`src/rtl/exception_pkg.sv`:
```
// ============================================================================
// Module      : exception_pkg
// Description : Shared constants, types and mstatus helpers for the trap unit.
//               - Cause codes (bit 31 set for interrupts)
//               - mstatus / mie bit indices, mtvec mode encodings
//               - FSM state type
// Revision    : 1.0 - initial release
// ============================================================================
`default_nettype none

package exception_pkg;

  // Synchronous exception cause codes
  localparam logic [31:0] CAUSE_INST_MISALIGN = 32'd0;
  localparam logic [31:0] CAUSE_ILLEGAL       = 32'd2;
  localparam logic [31:0] CAUSE_BREAKPOINT    = 32'd3;
  localparam logic [31:0] CAUSE_LD_MISALIGN   = 32'd4;
  localparam logic [31:0] CAUSE_ST_MISALIGN   = 32'd6;
  localparam logic [31:0] CAUSE_ECALL_M       = 32'd11;

  // Interrupt cause codes (bit 31 marks an interrupt)
  localparam logic [31:0] CAUSE_IRQ_SW        = 32'h8000_0003;
  localparam logic [31:0] CAUSE_IRQ_TIMER     = 32'h8000_0007;
  localparam logic [31:0] CAUSE_IRQ_EXT       = 32'h8000_000B;

  // mstatus fields
  localparam int MSTATUS_MIE    = 3;
  localparam int MSTATUS_MPIE   = 7;
  localparam int MSTATUS_MPP_LO = 11;
  localparam int MSTATUS_MPP_HI = 12;

  // mie fields
  localparam int MIE_MSIE = 3;
  localparam int MIE_MTIE = 7;
  localparam int MIE_MEIE = 11;

  // mtvec modes; 2 and 3 behave as direct
  localparam logic [1:0] MTVEC_DIRECT   = 2'd0;
  localparam logic [1:0] MTVEC_VECTORED = 2'd1;

  typedef enum logic [0:0] {
    ST_IDLE  = 1'b0,
    ST_FLUSH = 1'b1
  } state_e;

  // mstatus on trap entry: stash MIE in MPIE, disable interrupts, MPP = M
  function automatic logic [31:0] trap_mstatus(input logic [31:0] ms);
    logic [31:0] r;
    r = ms;
    r[MSTATUS_MPIE] = ms[MSTATUS_MIE];
    r[MSTATUS_MIE]  = 1'b0;
    r[MSTATUS_MPP_HI:MSTATUS_MPP_LO] = 2'b11;
    return r;
  endfunction

  // mstatus on mret: restore MIE from MPIE, set MPIE, MPP stays M-only
  function automatic logic [31:0] mret_mstatus(input logic [31:0] ms);
    logic [31:0] r;
    r = ms;
    r[MSTATUS_MIE]  = ms[MSTATUS_MPIE];
    r[MSTATUS_MPIE] = 1'b1;
    r[MSTATUS_MPP_HI:MSTATUS_MPP_LO] = 2'b11;
    return r;
  endfunction

endpackage

`default_nettype wire

```
`src/rtl/exception_prio.sv`:
```
// ============================================================================
// Module      : exception_prio
// Description : Combinational trap arbiter. Interrupts beat exceptions;
//               within each class a fixed order picks the cause and mtval.
// Ports       : exc_* flags, irq_* requests with their mie enables, global
//               mie (mstatus.MIE), pc/instr/addr for mtval selection;
//               outputs take, is_int, cause, tval.
// Revision    : 1.0 - initial release
// ============================================================================
`default_nettype none

module exception_prio
  import exception_pkg::*;
(
  input  logic        exc_inst_misalign,
  input  logic        exc_illegal,
  input  logic        exc_ebreak,
  input  logic        exc_ecall,
  input  logic        exc_ld_misalign,
  input  logic        exc_st_misalign,
  input  logic        irq_ext,
  input  logic        irq_sw,
  input  logic        irq_timer,
  input  logic        en_ext,
  input  logic        en_sw,
  input  logic        en_timer,
  input  logic        global_ie,
  input  logic [31:0] pc,
  input  logic [31:0] instr,
  input  logic [31:0] addr,
  output logic        take,
  output logic        is_int,
  output logic [31:0] cause,
  output logic [31:0] tval
);

  logic ext_p;
  logic sw_p;
  logic timer_p;
  logic int_pend;
  logic exc_any;

  assign ext_p    = irq_ext & en_ext;
  assign sw_p     = irq_sw & en_sw;
  assign timer_p  = irq_timer & en_timer;
  assign int_pend = global_ie & (ext_p | sw_p | timer_p);
  assign exc_any  = exc_inst_misalign | exc_illegal | exc_ebreak |
                    exc_ecall | exc_ld_misalign | exc_st_misalign;

  always_comb begin
    take   = int_pend | exc_any;
    is_int = 1'b0;
    cause  = '0;
    tval   = '0;
    if (int_pend) begin
      is_int = 1'b1;
      if (ext_p)      cause = CAUSE_IRQ_EXT;
      else if (sw_p)  cause = CAUSE_IRQ_SW;
      else            cause = CAUSE_IRQ_TIMER;
    end else if (exc_inst_misalign) begin
      cause = CAUSE_INST_MISALIGN;
      tval  = addr;
    end else if (exc_illegal) begin
      cause = CAUSE_ILLEGAL;
      tval  = instr;
    end else if (exc_ebreak) begin
      cause = CAUSE_BREAKPOINT;
      tval  = pc;
    end else if (exc_ecall) begin
      cause = CAUSE_ECALL_M;
    end else if (exc_ld_misalign) begin
      cause = CAUSE_LD_MISALIGN;
      tval  = addr;
    end else if (exc_st_misalign) begin
      cause = CAUSE_ST_MISALIGN;
      tval  = addr;
    end
  end

endmodule

`default_nettype wire

```
`src/rtl/exception_unit.sv`:
```
// ============================================================================
// Module      : exception_unit
// Description : Trap-control stage feeding the CSR file. Arbitrates
//               interrupts / exceptions / mret at commit, emits the
//               we_exc CSR bundle, redirects fetch and holds a flush window.
// Ports       : clk_i, rst_i; commit info (valid_i, pc_i, instr_i, addr_i,
//               exc_* flags, mret_i); irq_* levels; CSR values (mstatus_i,
//               mie_i, mtvec_i, mepc_i, mcause_i, mtval_i); outputs
//               we_exc_o + bundle, redirect_o/redirect_pc_o, flush_o, busy_o.
// Revision    : 1.0 - initial release
// ============================================================================
`default_nettype none

module exception_unit
  import exception_pkg::*;
#(
  parameter int FLUSH_CYCLES = 2
) (
  input  logic        clk_i,
  input  logic        rst_i,
  input  logic        valid_i,
  input  logic [31:0] pc_i,
  input  logic [31:0] instr_i,
  input  logic [31:0] addr_i,
  input  logic        exc_inst_misalign_i,
  input  logic        exc_illegal_i,
  input  logic        exc_ebreak_i,
  input  logic        exc_ecall_i,
  input  logic        exc_ld_misalign_i,
  input  logic        exc_st_misalign_i,
  input  logic        mret_i,
  input  logic        irq_ext_i,
  input  logic        irq_sw_i,
  input  logic        irq_timer_i,
  input  logic [31:0] mstatus_i,
  input  logic [31:0] mie_i,
  input  logic [31:0] mtvec_i,
  input  logic [31:0] mepc_i,
  input  logic [31:0] mcause_i,
  input  logic [31:0] mtval_i,
  output logic        we_exc_o,
  output logic [31:0] mcause_o,
  output logic [31:0] mepc_o,
  output logic [31:0] mtval_o,
  output logic [31:0] mstatus_o,
  output logic        redirect_o,
  output logic [31:0] redirect_pc_o,
  output logic        flush_o,
  output logic        busy_o
);

  localparam int             CW     = $clog2(FLUSH_CYCLES + 1);
  localparam logic [CW-1:0]  C_LAST = CW'(FLUSH_CYCLES);

  state_e        state_q, state_d;
  logic [CW-1:0] cnt_q, cnt_d;

  logic        take;
  logic        is_int;
  logic [31:0] cause;
  logic [31:0] tval;
  logic [31:0] vec_base;
  logic [31:0] trap_pc;

  logic        we_d, redir_d, flush_d, busy_d;
  logic [31:0] mcause_d, mepc_d, mtval_d, mstatus_d, rpc_d;

  // Bits deliberately not consumed by this block
  logic unused_bits;
  assign unused_bits = ^{mie_i[31:12], mie_i[10:8], mie_i[6:4], mie_i[2:0], cause[31:30]};

  exception_prio u_prio (
    .exc_inst_misalign (exc_inst_misalign_i),
    .exc_illegal       (exc_illegal_i),
    .exc_ebreak        (exc_ebreak_i),
    .exc_ecall         (exc_ecall_i),
    .exc_ld_misalign   (exc_ld_misalign_i),
    .exc_st_misalign   (exc_st_misalign_i),
    .irq_ext           (irq_ext_i),
    .irq_sw            (irq_sw_i),
    .irq_timer         (irq_timer_i),
    .en_ext            (mie_i[MIE_MEIE]),
    .en_sw             (mie_i[MIE_MSIE]),
    .en_timer          (mie_i[MIE_MTIE]),
    .global_ie         (mstatus_i[MSTATUS_MIE]),
    .pc                (pc_i),
    .instr             (instr_i),
    .addr              (addr_i),
    .take              (take),
    .is_int            (is_int),
    .cause             (cause),
    .tval              (tval)
  );

  // Vectored mode only applies to interrupts; offset is 4*cause[30:0] mod 2^32
  assign vec_base = {mtvec_i[31:2], 2'b00};
  assign trap_pc  = (is_int && (mtvec_i[1:0] == MTVEC_VECTORED))
                    ? vec_base + {cause[29:0], 2'b00}
                    : vec_base;

  always_comb begin
    state_d   = state_q;
    cnt_d     = cnt_q;
    we_d      = 1'b0;
    redir_d   = 1'b0;
    flush_d   = flush_o;
    busy_d    = busy_o;
    mcause_d  = mcause_o;
    mepc_d    = mepc_o;
    mtval_d   = mtval_o;
    mstatus_d = mstatus_o;
    rpc_d     = redirect_pc_o;
    case (state_q)
      ST_IDLE: begin
        if (valid_i && (take || mret_i)) begin
          state_d = ST_FLUSH;
          cnt_d   = CW'(1);
          we_d    = 1'b1;
          redir_d = 1'b1;
          flush_d = 1'b1;
          busy_d  = 1'b1;
          if (take) begin
            mcause_d  = cause;
            mepc_d    = pc_i;
            mtval_d   = tval;
            mstatus_d = trap_mstatus(mstatus_i);
            rpc_d     = trap_pc;
          end else begin
            mcause_d  = mcause_i;
            mepc_d    = mepc_i;
            mtval_d   = mtval_i;
            mstatus_d = mret_mstatus(mstatus_i);
            rpc_d     = {mepc_i[31:2], 2'b00};
          end
        end
      end
      ST_FLUSH: begin
        // Counter holds the index of the flush cycle currently in progress
        if (cnt_q == C_LAST) begin
          state_d = ST_IDLE;
          cnt_d   = '0;
          flush_d = 1'b0;
          busy_d  = 1'b0;
        end else begin
          cnt_d = cnt_q + CW'(1);
        end
      end
      default: state_d = ST_IDLE;
    endcase
  end

  always_ff @(posedge clk_i) begin
    if (rst_i) begin
      state_q       <= ST_IDLE;
      cnt_q         <= '0;
      we_exc_o      <= 1'b0;
      redirect_o    <= 1'b0;
      flush_o       <= 1'b0;
      busy_o        <= 1'b0;
      mcause_o      <= '0;
      mepc_o        <= '0;
      mtval_o       <= '0;
      mstatus_o     <= '0;
      redirect_pc_o <= '0;
    end else begin
      state_q       <= state_d;
      cnt_q         <= cnt_d;
      we_exc_o      <= we_d;
      redirect_o    <= redir_d;
      flush_o       <= flush_d;
      busy_o        <= busy_d;
      mcause_o      <= mcause_d;
      mepc_o        <= mepc_d;
      mtval_o       <= mtval_d;
      mstatus_o     <= mstatus_d;
      redirect_pc_o <= rpc_d;
    end
  end

endmodule

`default_nettype wire

```
`config.mk`:
```
export PLATFORM = sky130hd
export DESIGN_NAME = exception_unit
export DESIGN_NICKNAME = d
export VERILOG_FILES = /design/src/rtl/exception_pkg.sv /design/src/rtl/exception_prio.sv /design/src/rtl/exception_unit.sv
export SDC_FILE = /design/constraint.sdc
export NUM_CORES = 1
export LEC_CHECK = 0
export CORE_AREA = 2 2 180 182
export CTS_CLUSTER_DIAMETER = 80
export DETAILED_ROUTE_END_ITERATION = 8
export DIE_AREA = 0 0 182 184
export GPL_TIMING_DRIVEN = 0
export PLACE_DENSITY = 0.62
export SLEW_MARGIN = 20
export SYNTH_ARGS = -nofsm -noshare
export SYNTH_HDL_FRONTEND = slang
export SYNTH_SLANG_ARGS = --single-unit
export TNS_END_PERCENT = 5
```
`constraint.sdc`:
```
create_clock -name clk_i -period 2.94 [get_ports clk_i]
set_input_delay 0.588 -clock clk_i [delete_from_list [all_inputs] [get_ports clk_i]]
set_output_delay 0.588 -clock clk_i [all_outputs]
set_load 0.1 [all_outputs]
```
==> key figures <==
Place
  – Port bufs: 430
  – Placed Cells: 1,760
  – Detailed Place HPWL: roughly 31 mm
  – Routability cong.: a little under 0.9
  – Worst slack, placed: -1.640 ns

Run status
  – Status: finished clean

Logic synthesis
  – Synth area leaders: dfxtp_1, nand2_1, nor2_1
  – Syn avg cell area: just over 8 um^2
  – Count of different cell masters after synthesis: 58
  – Yosys warning count: 0
  – Mapped Area: about 7500 um^2
  – Number of flops mapped to enable cells by yosys: 0
  – Post-synthesis sequential area ratio: 0.4342
  – Synth top area share: 0.4342
  – Yosys top cell by area: dfxtp_1
  – Flops & latches, synth: 162
  – Primary FF master, synth: dfxtp_1
  – Cell count after synthesis: 927
  – Asr flop ratio synth: 0

Worst setup path
  – R2R cell count: 5
  – CP Cell Sequence: clkdlybuf4s15_1 > nor2_1 > o31ai_4 > ha_2 > inv_1 > fa_2 > nand2b_4 > a21oi_4 > nand4_1 > xnor2_1 > nor2_1 > o21ai_1
  – CP Data Required Time: 3.27 ns
  – Startpoint Class: input pin
  – CP max stage cell: o31ai_4
  – RR Startpoint: state_q$_SDFF_PP0_
  – Setup Crit Path Kind: in -> reg
  – Crit path from: exc_ebreak_i
  – CP bufs+invs: 2
  – CP most frequent cell: nor2_1
  – CP arrival: 3.17 ns
  – Critical path's top delay family: simple AND/OR/NAND/NOR gates
  – Crit-path max cell delay: 0.34 ns
  – Crit. End Element: flop
  – Crit-path max FO: 6
  – Reg2reg end: mcause_o[14]$_SDFFE_PP0P_
  – Worst R2R Setup Slack: 0.77 ns

Detailed routing
  – Initial DRC count: 497
  – Antenna-violating nets left: 0
  – Routed WL: between 30 and 40 mm
  – DRC Markers: 0
  – Total number of vias: 9,052
  – Via density: 5.018
  – Pre-antenna DRT Iters: 5
  – Routed WL per cell: 21.89 um

STA
  – Pins Over Slew Limit: 0
  – Final setup viols: 0
  – Max Fclk: 352.6 MHz
  – Worst Tran Pin Value: 1.070 ns
  – Max transition margin: 0.2842
  – Worst Skew: 0.007671 ns
  – Fin worst setup slack: 0.1039 ns
  – Fin crit share: 0.9647
  – Hold Fails Final Rpt: 0
  – Final hold slack: about 0.45 ns
  – Final min period: roughly 2.8 ns
  – Unrepaired setup endpoints after global routing: true

Clocking
  – H-tree depth: 4
  – CTS tree: yes
  – Clock Tree Buf Depth: 2
  – Sink Count: 162
  – Worst-Skew Late Latency: 0.45 ns
  – Root Buffer: clkbuf_16
  – Inserted Clock Buffers: 17
  – Clock transition at path regs: 0.07 ns

Hold path
  – Worst hold path stage count: 2
  – Hold Path Origin: mtval_o[31]$_SDFFE_PP0P_
  – Worst Hold Path EP: mtval_o[31]$_SDFFE_PP0P_
  – Min-Delay Path Class: reg -> reg

Global route
  – Vias in the first global route: 8,878
  – First-pass GRT wire length: 56.24 mm
  – Busiest grt layer: met2
  – Initial antenna violation count: 1
  – GRT met2 Usage: 0.3950
  – Overall Global Routing Usage: 0.2278
  – Grt total ovfl: 0
  – Met1 usage: 0.2751
  – Met3 GRT Util: 0.05408
  – Pin count of the biggest net entering global routing: 17

Pwr
  – Static Leak: 4.812 nW
  – Pwr/cell area: 532.4 nW/um^2
  – Worst VDD drop: 414.5 uV

Cells and area
  – Most frequent cells in the layout: clkdlybuf4s50_1, nand2_1, dfxtp_1
  – Fin cells: 1,804
  – Fillers: roughly 3,200
  – Share of layout cells above drive strength 1: 0.08208
  – Area grow syn2layout: 76.55%
  – Most common cell after layout, fill and taps aside: clkdlybuf4s50_1
  – Fin nets: 1,694

Die
  – Area of the core: 31,390 um^2
  – Rows: 65
  – Die area: 33,490 um^2
  – Die Wd: around 180 um
  – I/O pin total: 465
  – Chip height: ~180 um
  – Starting Density: 0.2379

Run
  – Max-cap violations: 0
metrics by stage:
| stage | power, mW | instance area [um^2] | utilization | TNS, ns |
|---|---|---|---|---|
| floorplan | 3.715 | 7485 | - | 0 |
| global placement | 4.554 | 12290 | 0.3916 | -100.15 |
| detailed placement | 4.567 | 12290 | 0.3916 | -101.05 |
| CTS | 7.063 | 13080 | 0.4166 | -2.392 |
| global route | 7.252 | 13190 | 0.4201 | -0.03991 |
| finish | 7.021 | 13190 | 0.4201 | 0 |
routing by layer:
| metal | wire, um | vias up |
|---|---|---|
| li1 | - | 4255 |
| met1 | 16350 | 4346 |
| met2 | 19280 | 398 |
| met3 | 2809 | 53 |
| met4 | 1047 | 0 |
| met5 | 0 | - |
power breakdown:
group	internal (mW)	switching [mW]
Clock	1.44	1.03
Combinational	0.725	1.45
Sequential	2.32	0.0648
Total	4.48	2.54
worst max-delay path by stage:
stage	end	slack [ns]	cells after the start
after floorplan	redirect_pc_o[24]$_SDFFE_PP0P_	0.01	12
after global placement	redirect_pc_o[31]$_SDFFE_PP0P_	-1.60	11
after detailed placement	redirect_pc_o[31]$_SDFFE_PP0P_	-1.64	11
after CTS	mcause_o[14]$_SDFFE_PP0P_	-0.10	7
after global routing	redirect_pc_o[22]$_SDFFE_PP0P_	-0.03	12
final	redirect_pc_o[22]$_SDFFE_PP0P_	0.10	12
sequential cells by signal, indices dropped and copies added (netlist names):
name and cells:
state_q 1, mcause_o 32, redirect_pc_o 30, busy_o 1
cnt_q 2, mtval_o 32, mstatus_o 31, redirect_o 1
mepc_o 32
cells in the mapped netlist (13+ instances only):
library cell  count
a221oi_1         33
nor2_1          122
o22ai_1          14
a311oi_1         32
a22o_1           31
a21oi_1          56
nand3_1          13
buf_2            25
dfxtp_1         162
o21ai_0          39
clkbuf_1         42
nand2_1         183
a22oi_1          35
xnor2_1          18
tightest hold or removal path, stage by stage, from the launching register on:
cell	delay, ns
dfxtp_1	0.31
nand2_1	0.05
o21ai_1	0.05
final cells by class:
type | count | area, um^2 | share of cell area
timing repair buffer | 441 | 4383 | 0.3324
multi-input combinational | 681 | 3998 | 0.3031
sequential | 162 | 3243 | 0.2459
tap | 402 | 503.0 | 0.03814
clock buffer | 18 | 429.2 | 0.03254
buffer | 79 | 402.9 | 0.03055
clock inverter | 14 | 203.9 | 0.01546
inverter | 6 | 22.52 | 0.001708
antenna | 1 | 2.502 | 0.0001898
logic make-up (layout without fill, tap and decap cells):
kind of cell	count (synthesis)	in the layout	synth area share
flip-flops	162	162	0.4342
adder cells (fa/ha/maj)	5	5	0.009381
AND/OR/NAND/NOR	364	364	0.2057
AO/OA/AOI/OAI	284	284	0.2683
buffers and inverters	85	558	0.05142
other	1	3	0.0005020
XOR/XNOR	26	26	0.03049
repair_timing:
action	CTS	global route
hold buffers	0	0
resized for setup	36	23
pin swaps	7	14
setup buffers	6	5
setup endpoints to repair	81	83
Power figures use the tool's default switching activity.
